**src/rtl/cook_controller.sv**
```systemverilog
// cook_controller: microwave cook timer FSM with BCD MM:SS countdown, pause and done alert.
// Optional feature macro: QUICK_START_EN (start at 0000 loads 30 s; start while cooking adds 30 s).
`default_nettype none

module cook_controller #(
  parameter int DONE_SECS = 3
) (
  input  logic        clk,
  input  logic        resetn,
  input  logic        startn,
  input  logic        stopn,
  input  logic        door_closed,
  input  logic [3:0]  bcd_in,
  input  logic        loadn,
  input  logic        pgt_1hz,
  output logic        enablen,
  output logic        mag_on,
  output logic [15:0] time_bcd,
  output logic        done
);

  localparam int CNT_W = (DONE_SECS < 2) ? 1 : $clog2(DONE_SECS);
  localparam logic [CNT_W-1:0] CNT_LAST = CNT_W'(DONE_SECS - 1);

  typedef enum logic [1:0] {
    S_IDLE  = 2'd0,
    S_COOK  = 2'd1,
    S_PAUSE = 2'd2,
    S_DONE  = 2'd3
  } state_t;

  state_t           state_q;
  logic             startn_q, stopn_q, loadn_q, tick_q, armed_q;
  logic [15:0]      time_q;
  logic [CNT_W-1:0] cnt_q;
  logic             start_ev, stop_ev, key_ev, tick_ev;
  logic [15:0]      time_dec_d;

  // armed_q masks the first edge after reset so levels held through reset never look like events.
  assign start_ev = armed_q & startn_q & ~startn;
  assign stop_ev  = armed_q & stopn_q  & ~stopn;
  assign key_ev   = armed_q & loadn_q  & ~loadn;
  assign tick_ev  = armed_q & ~tick_q  & pgt_1hz;

  always_comb begin
    time_dec_d = time_q;
    if (time_q[3:0] != 4'd0) begin
      time_dec_d[3:0] = time_q[3:0] - 4'd1;
    end else begin
      time_dec_d[3:0] = 4'd9;
      if (time_q[7:4] != 4'd0) begin
        time_dec_d[7:4] = time_q[7:4] - 4'd1;
      end else begin
        time_dec_d[7:4] = 4'd5;
        if (time_q[11:8] != 4'd0) begin
          time_dec_d[11:8] = time_q[11:8] - 4'd1;
        end else begin
          time_dec_d[11:8]  = 4'd9;
          time_dec_d[15:12] = time_q[15:12] - 4'd1;
        end
      end
    end
  end

`ifdef QUICK_START_EN
  logic [15:0] time_add_d;
  logic [3:0]  sec_tens_sum;

  always_comb begin
    time_add_d   = time_q;
    sec_tens_sum = time_q[7:4] + 4'd3;
    if (sec_tens_sum < 4'd6) begin
      time_add_d[7:4] = sec_tens_sum;
    end else begin
      time_add_d[7:4] = sec_tens_sum - 4'd6;
      if (time_q[15:8] == 8'h99) begin
        time_add_d = 16'h9959;
      end else if (time_q[11:8] == 4'd9) begin
        time_add_d[11:8]  = 4'd0;
        time_add_d[15:12] = time_q[15:12] + 4'd1;
      end else begin
        time_add_d[11:8] = time_q[11:8] + 4'd1;
      end
    end
  end
`endif

  always_ff @(posedge clk or negedge resetn) begin
    if (!resetn) begin
      state_q  <= S_IDLE;
      startn_q <= 1'b1;
      stopn_q  <= 1'b1;
      loadn_q  <= 1'b1;
      tick_q   <= 1'b0;
      armed_q  <= 1'b0;
      time_q   <= 16'h0000;
      cnt_q    <= '0;
    end else begin
      startn_q <= startn;
      stopn_q  <= stopn;
      loadn_q  <= loadn;
      tick_q   <= pgt_1hz;
      armed_q  <= 1'b1;
      case (state_q)
        S_IDLE: begin
          if (stop_ev) begin
            time_q <= 16'h0000;
          end else if (start_ev) begin
            if (door_closed && (time_q != 16'h0000)) begin
              state_q <= S_COOK;
            end
`ifdef QUICK_START_EN
            else if (door_closed) begin
              time_q  <= 16'h0030;
              state_q <= S_COOK;
            end
`endif
          end else if (key_ev && (bcd_in <= 4'd9)) begin
            time_q <= {time_q[11:0], bcd_in};
          end
        end
        S_COOK: begin
          if (!door_closed || stop_ev) begin
            state_q <= S_PAUSE;
          end
`ifdef QUICK_START_EN
          else if (start_ev) begin
            time_q <= time_add_d;
          end
`endif
          else if (tick_ev) begin
            time_q <= time_dec_d;
            if (time_dec_d == 16'h0000) begin
              state_q <= S_DONE;
            end
          end
        end
        S_PAUSE: begin
          if (stop_ev) begin
            time_q  <= 16'h0000;
            state_q <= S_IDLE;
          end else if (start_ev && door_closed) begin
            state_q <= S_COOK;
          end
        end
        S_DONE: begin
          time_q <= 16'h0000;
          if (stop_ev) begin
            cnt_q   <= '0;
            state_q <= S_IDLE;
          end else if (tick_ev) begin
            if (cnt_q == CNT_LAST) begin
              cnt_q   <= '0;
              state_q <= S_IDLE;
            end else begin
              cnt_q <= cnt_q + CNT_W'(1);
            end
          end
        end
        default: state_q <= S_IDLE;
      endcase
    end
  end

  // Magnetron gating uses the live door input so it drops without waiting for an edge.
  assign mag_on   = (state_q == S_COOK) & door_closed;
  assign enablen  = (state_q != S_IDLE);
  assign done     = (state_q == S_DONE);
  assign time_bcd = time_q;

endmodule

`default_nettype wire

```
**config.mk**
```make
export PLATFORM = sky130hd
export DESIGN_NAME = cook_controller
export DESIGN_NICKNAME = d
export VERILOG_FILES = /design/src/rtl/cook_controller.sv
export SDC_FILE = /design/constraint.sdc
export NUM_CORES = 1
export LEC_CHECK = 0
export ABC_AREA = 1
export CELL_PAD_IN_SITES_DETAIL_PLACEMENT = 1
export CELL_PAD_IN_SITES_GLOBAL_PLACEMENT = 1
export CORE_MARGIN = 1.5
export CORE_UTILIZATION = 40
export DETAILED_ROUTE_END_ITERATION = 7
export GPL_TIMING_DRIVEN = 0
export HOLD_SLACK_MARGIN = 0.1
export PLACE_DENSITY = 0.84
export SETUP_SLACK_MARGIN = 0.4
export SLEW_MARGIN = 20
export SYNTH_ARGS = -nofsm -noshare
export SYNTH_HDL_FRONTEND = slang
export SYNTH_SLANG_ARGS = --single-unit
```
**constraint.sdc**
```tcl
create_clock -name clk -period 3.1 [get_ports clk]
set_input_delay 0.465 -clock clk [delete_from_list [all_inputs] [get_ports clk]]
set_output_delay 0.465 -clock clk [all_outputs]
set_load 0.05 [all_outputs]
```
==> run_summary.xml <==
<?xml version="1.0" encoding="UTF-8"?>
<metrics>
  <group name="detailed_routing">
    <metric name="postRouteWirelength" unit="um">4523</metric>
    <metric name="drt_first_pass_iters" unit="">4</metric>
    <metric name="route.antenna.remaining_nets" unit="">0</metric>
    <metric name="route.detailed.wl_per_inst" unit="um">14.59</metric>
    <metric name="via_count" unit="">1609</metric>
    <metric name="initialDrtViolationCount" unit="">57</metric>
    <metric name="drc" unit="">0</metric>
    <metric name="detail_route.vias_per_cell" unit="">5.190</metric>
  </group>
  <group name="timing">
    <metric name="post_route_clock_skew" unit="ns">0.002905</metric>
    <metric name="final.period_utilization" unit="%">82.53</metric>
    <metric name="timing.setup.tns" unit="ns">0</metric>
    <metric name="timing.final.crit_period" unit="ns">2.559</metric>
    <metric name="max_freq" unit="MHz">390.8</metric>
    <metric name="report.final.hold_viol_count" unit="">0</metric>
    <metric name="maxSlewViolCount" unit="">0</metric>
    <metric name="setup-violations-final" unit="">0</metric>
    <metric name="holdWs" unit="ns">0.1771</metric>
    <metric name="slew-limit-headroom" unit="%">60.37</metric>
    <metric name="max_slew.worst_pin.slew" unit="ns">0.5945</metric>
    <metric name="setup_repair_after_global_routing_missed_its_margin" unit="">no</metric>
  </group>
  <group name="floorplan">
    <metric name="die-height" unit="um">66.82</metric>
    <metric name="start_util" unit="%">41.32</metric>
    <metric name="die-area" unit="mm^2">0.004464</metric>
    <metric name="die_x" unit="um">66.82</metric>
    <metric name="core_area" unit="mm^2">0.003943</metric>
    <metric name="ioPinCount" unit="">30</metric>
    <metric name="fp-row-count" unit="">23</metric>
  </group>
  <group name="worst_setup_path">
    <metric name="cp-end-kind" unit="">output port</metric>
    <metric name="critical_path.reg2reg.startpoint" unit="">stopn_q</metric>
    <metric name="cp.required" unit="ns">2.63</metric>
    <metric name="critical_path.max_fanout" unit="">9</metric>
    <metric name="timing.critical_path.from_type" unit="">flip-flop</metric>
    <metric name="slowest_cell_delay_on_critical_path" unit="ns">0.80</metric>
    <metric name="timing.critical_path.arrival" unit="ns">2.09</metric>
    <metric name="worstRegToRegCells" unit="">10</metric>
    <metric name="r2r-end" unit="">time_bcd[13]</metric>
    <metric name="critical-path-slowest-cell" unit="">sky130_fd_sc_hd__clkdlybuf4s50_1</metric>
    <metric name="cp_cell_sequence" unit="">nor2_2 -&gt; inv_2 -&gt; nor2_1 -&gt; clkdlybuf4s50_1</metric>
    <metric name="timing.reg2reg.setup_slack" unit="ns">1.11</metric>
    <metric name="path_class" unit="">flip-flop to output port</metric>
  </group>
  <group name="logic_synthesis">
    <metric name="post-synth-top-area-fraction" unit="%">33.79</metric>
    <metric name="synthTopCellsByCount" unit="">sky130_fd_sc_hd__nand2_1 (57), sky130_fd_sc_hd__inv_1 (32), sky130_fd_sc_hd__dfrtp_1 (22)</metric>
    <metric name="postSynth.asyncResetShare" unit="%">100.0</metric>
    <metric name="synth_warnings" unit="">0</metric>
    <metric name="synth.avg_cell_area" unit="um^2">7.176</metric>
    <metric name="yosys.cell_types.count" unit="">29</metric>
    <metric name="synth-edff-count" unit="">0</metric>
    <metric name="synthesis.area" unit="mm^2">0.001629</metric>
    <metric name="synthTopCellsByArea" unit="">sky130_fd_sc_hd__dfrtp_1 (34%), sky130_fd_sc_hd__nand2_1 (13%), sky130_fd_sc_hd__inv_1 (7.4%), sky130_fd_sc_hd__nand3_1 (5.2%), sky130_fd_sc_hd__dfstp_2 (4.8%)</metric>
    <metric name="synth-seq-cells" unit="">25</metric>
    <metric name="synth_most_common_cell" unit="">sky130_fd_sc_hd__nand2_1</metric>
    <metric name="ys_seq_area_share" unit="%">38.63</metric>
    <metric name="synth_top_cell_by_area" unit="">sky130_fd_sc_hd__dfrtp_1</metric>
    <metric name="synthFlopType" unit="">sky130_fd_sc_hd__dfrtp_1</metric>
    <metric name="post_synth_inst_count" unit="">227</metric>
    <metric name="mapped_nets" unit="">240</metric>
  </group>
  <group name="power">
    <metric name="peakVddDrop" unit="mV">0.6502</metric>
    <metric name="power-per-cell-area" unit="mW/mm^2">1182</metric>
    <metric name="static-leakage-power" unit="uW">0.0009445</metric>
  </group>
  <group name="hold_path">
    <metric name="worst_hold_path_type" unit="">input port to asynchronous set/reset pin</metric>
  </group>
  <group name="cells_and_area">
    <metric name="finish.net_count" unit="">274</metric>
    <metric name="diodes" unit="">0</metric>
    <metric name="final_util" unit="%">51.29</metric>
    <metric name="area_delta_synth_final" unit="%">24.12</metric>
    <metric name="stdcell_count" unit="">310</metric>
    <metric name="fraction_of_layout_instances_using_a_drive_strength_above_1" unit="%">11.54</metric>
  </group>
  <group name="global_route">
    <metric name="initial_antenna_violation_count" unit="">0</metric>
    <metric name="gr-usage-all-layers" unit="%">22.85</metric>
    <metric name="gr-usage-met3" unit="%">2.703</metric>
    <metric name="via_count_of_the_first_global_routing_pass" unit="">1673</metric>
    <metric name="met1_usage" unit="%">30.03</metric>
    <metric name="overflow" unit="">0</metric>
    <metric name="pin_count_of_the_biggest_net_entering_global_routing" unit="">26</metric>
    <metric name="grt_pass1_wl" unit="um">7886</metric>
    <metric name="global_route.peak_usage_layer" unit="">met2</metric>
    <metric name="grtUsageMet2" unit="%">40.25</metric>
  </group>
  <group name="placement">
    <metric name="dpl.hpwl" unit="um">3397</metric>
    <metric name="port_buffers" unit="">29</metric>
    <metric name="post-place-cells" unit="">306</metric>
    <metric name="routabilityCongestion" unit="">0.8055</metric>
  </group>
  <group name="outcome">
    <metric name="result_of_the_run" unit="">completed</metric>
  </group>
  <group name="clock_tree">
    <metric name="htree_levels" unit="">1</metric>
    <metric name="cts.hold.buffers_added" unit="">0</metric>
    <metric name="cts_resized" unit="">0</metric>
    <metric name="clock_tree.buffer_depth" unit="">2</metric>
    <metric name="cts_sinks" unit="">25</metric>
    <metric name="numCtsBuffers" unit="">3</metric>
    <metric name="ctsRootBufferMaster" unit="">sky130_fd_sc_hd__clkbuf_8</metric>
    <metric name="clk-insertion-delay-late" unit="ns">0.28</metric>
    <metric name="cts_tree" unit="">built</metric>
    <metric name="cts_setup_buffers" unit="">0</metric>
    <metric name="clkSlewWorstSetupHoldPaths" unit="ns">0.09</metric>
  </group>
  <group name="run">
    <metric name="maxCapViolCount" unit="">0</metric>
  </group>
</metrics>
==> layout make-up <==
class,instances,area [um^2]
Buffer,5,23.77
Fill cell,513,1921
Sequential cell,25,629.4
Tap cell,50,62.56
Clock buffer,4,45.04
Multi-Input combinational cell,162,843.3
Timing Repair Buffer,29,285.3
Inverter,35,132.6
==> stage by stage <==
step                area (um^2)  power [uW]  setup WS, ns
floorplan                  1629        1722         1.215
global placement           1982        2159        0.7089
detailed placement         1977        2187        0.7283
CTS                        2022        2400        0.5239
global route               2022        2594        0.4385
finish                     2022        2390        0.5415
==> worst max-delay path: cells and delay by family, from the launching register on <==
kind	cells	cell delay, ns
simple gates	2	0.40
buf+inv	2	0.96
flops	1	0.45
==> state kept, by name, summed over array words and instances, names as in the netlist <==
name / flops
time_bcd: 16
cnt_q: 2
armed_q: 1
state_q: 2
tick_q: 1
loadn_q: 1
startn_q: 1
stopn_q: 1
==> worst max path at each step <==
stage / to / slack [ns] / start
global route: mag_on / 0.44 / state_q[0]
CTS: mag_on / 0.52 / state_q[1]
detailed placement: mag_on / 0.73 / door_closed
global placement: mag_on / 0.71 / door_closed
finish: mag_on / 0.54 / state_q[1]
floorplan: state_q[1] / 1.22 / time_bcd[2]
==> cell usage in the layout, fill, tap and decap left out, types with 3 or more instances in the layout <==
cell,Yosys,routed
sky130_fd_sc_hd__nand4_1,4,4
sky130_fd_sc_hd__nor2_1,13,13
sky130_fd_sc_hd__nand2_2,4,4
sky130_fd_sc_hd__clkbuf_8,0,3
sky130_fd_sc_hd__a22oi_1,8,8
sky130_fd_sc_hd__o22ai_1,4,4
sky130_fd_sc_hd__a21oi_1,9,9
sky130_fd_sc_hd__inv_1,32,32
sky130_fd_sc_hd__nand3_1,17,17
sky130_fd_sc_hd__nor2_4,3,3
sky130_fd_sc_hd__o21ai_0,9,9
sky130_fd_sc_hd__nand2_1,57,57
sky130_fd_sc_hd__o21ai_1,15,15
sky130_fd_sc_hd__dfrtp_1,22,22
sky130_fd_sc_hd__nor2_2,6,6
sky130_fd_sc_hd__clkdlybuf4s50_1,0,28
sky130_fd_sc_hd__buf_2,4,5
sky130_fd_sc_hd__dfstp_2,3,3
==> cells by family after synthesis <==
logic type	after synthesis	synth area share [%]
flops	25	38.63
buf+inv	40	9.601
simple gates	110	32.49
compound gates	49	17.51
other cells	1	0.2302
fa+ha+maj	2	1.536
==> power by group <==
group          internal (uW)  switching, uW  leakage, uW
clock network           92.4            115    0.0000228
registers                436            133     0.000313
logic                    514           1100     0.000609
total                   1040           1350     0.000945
==> routing by layer <==
metal	part of all wire, %	wire length [um]
met1	48	2153
met2	49	2221
met3	2.6	116
met5	0	0
met4	0.69	31
No activity file was read; power rests on OpenSTA's default activity.
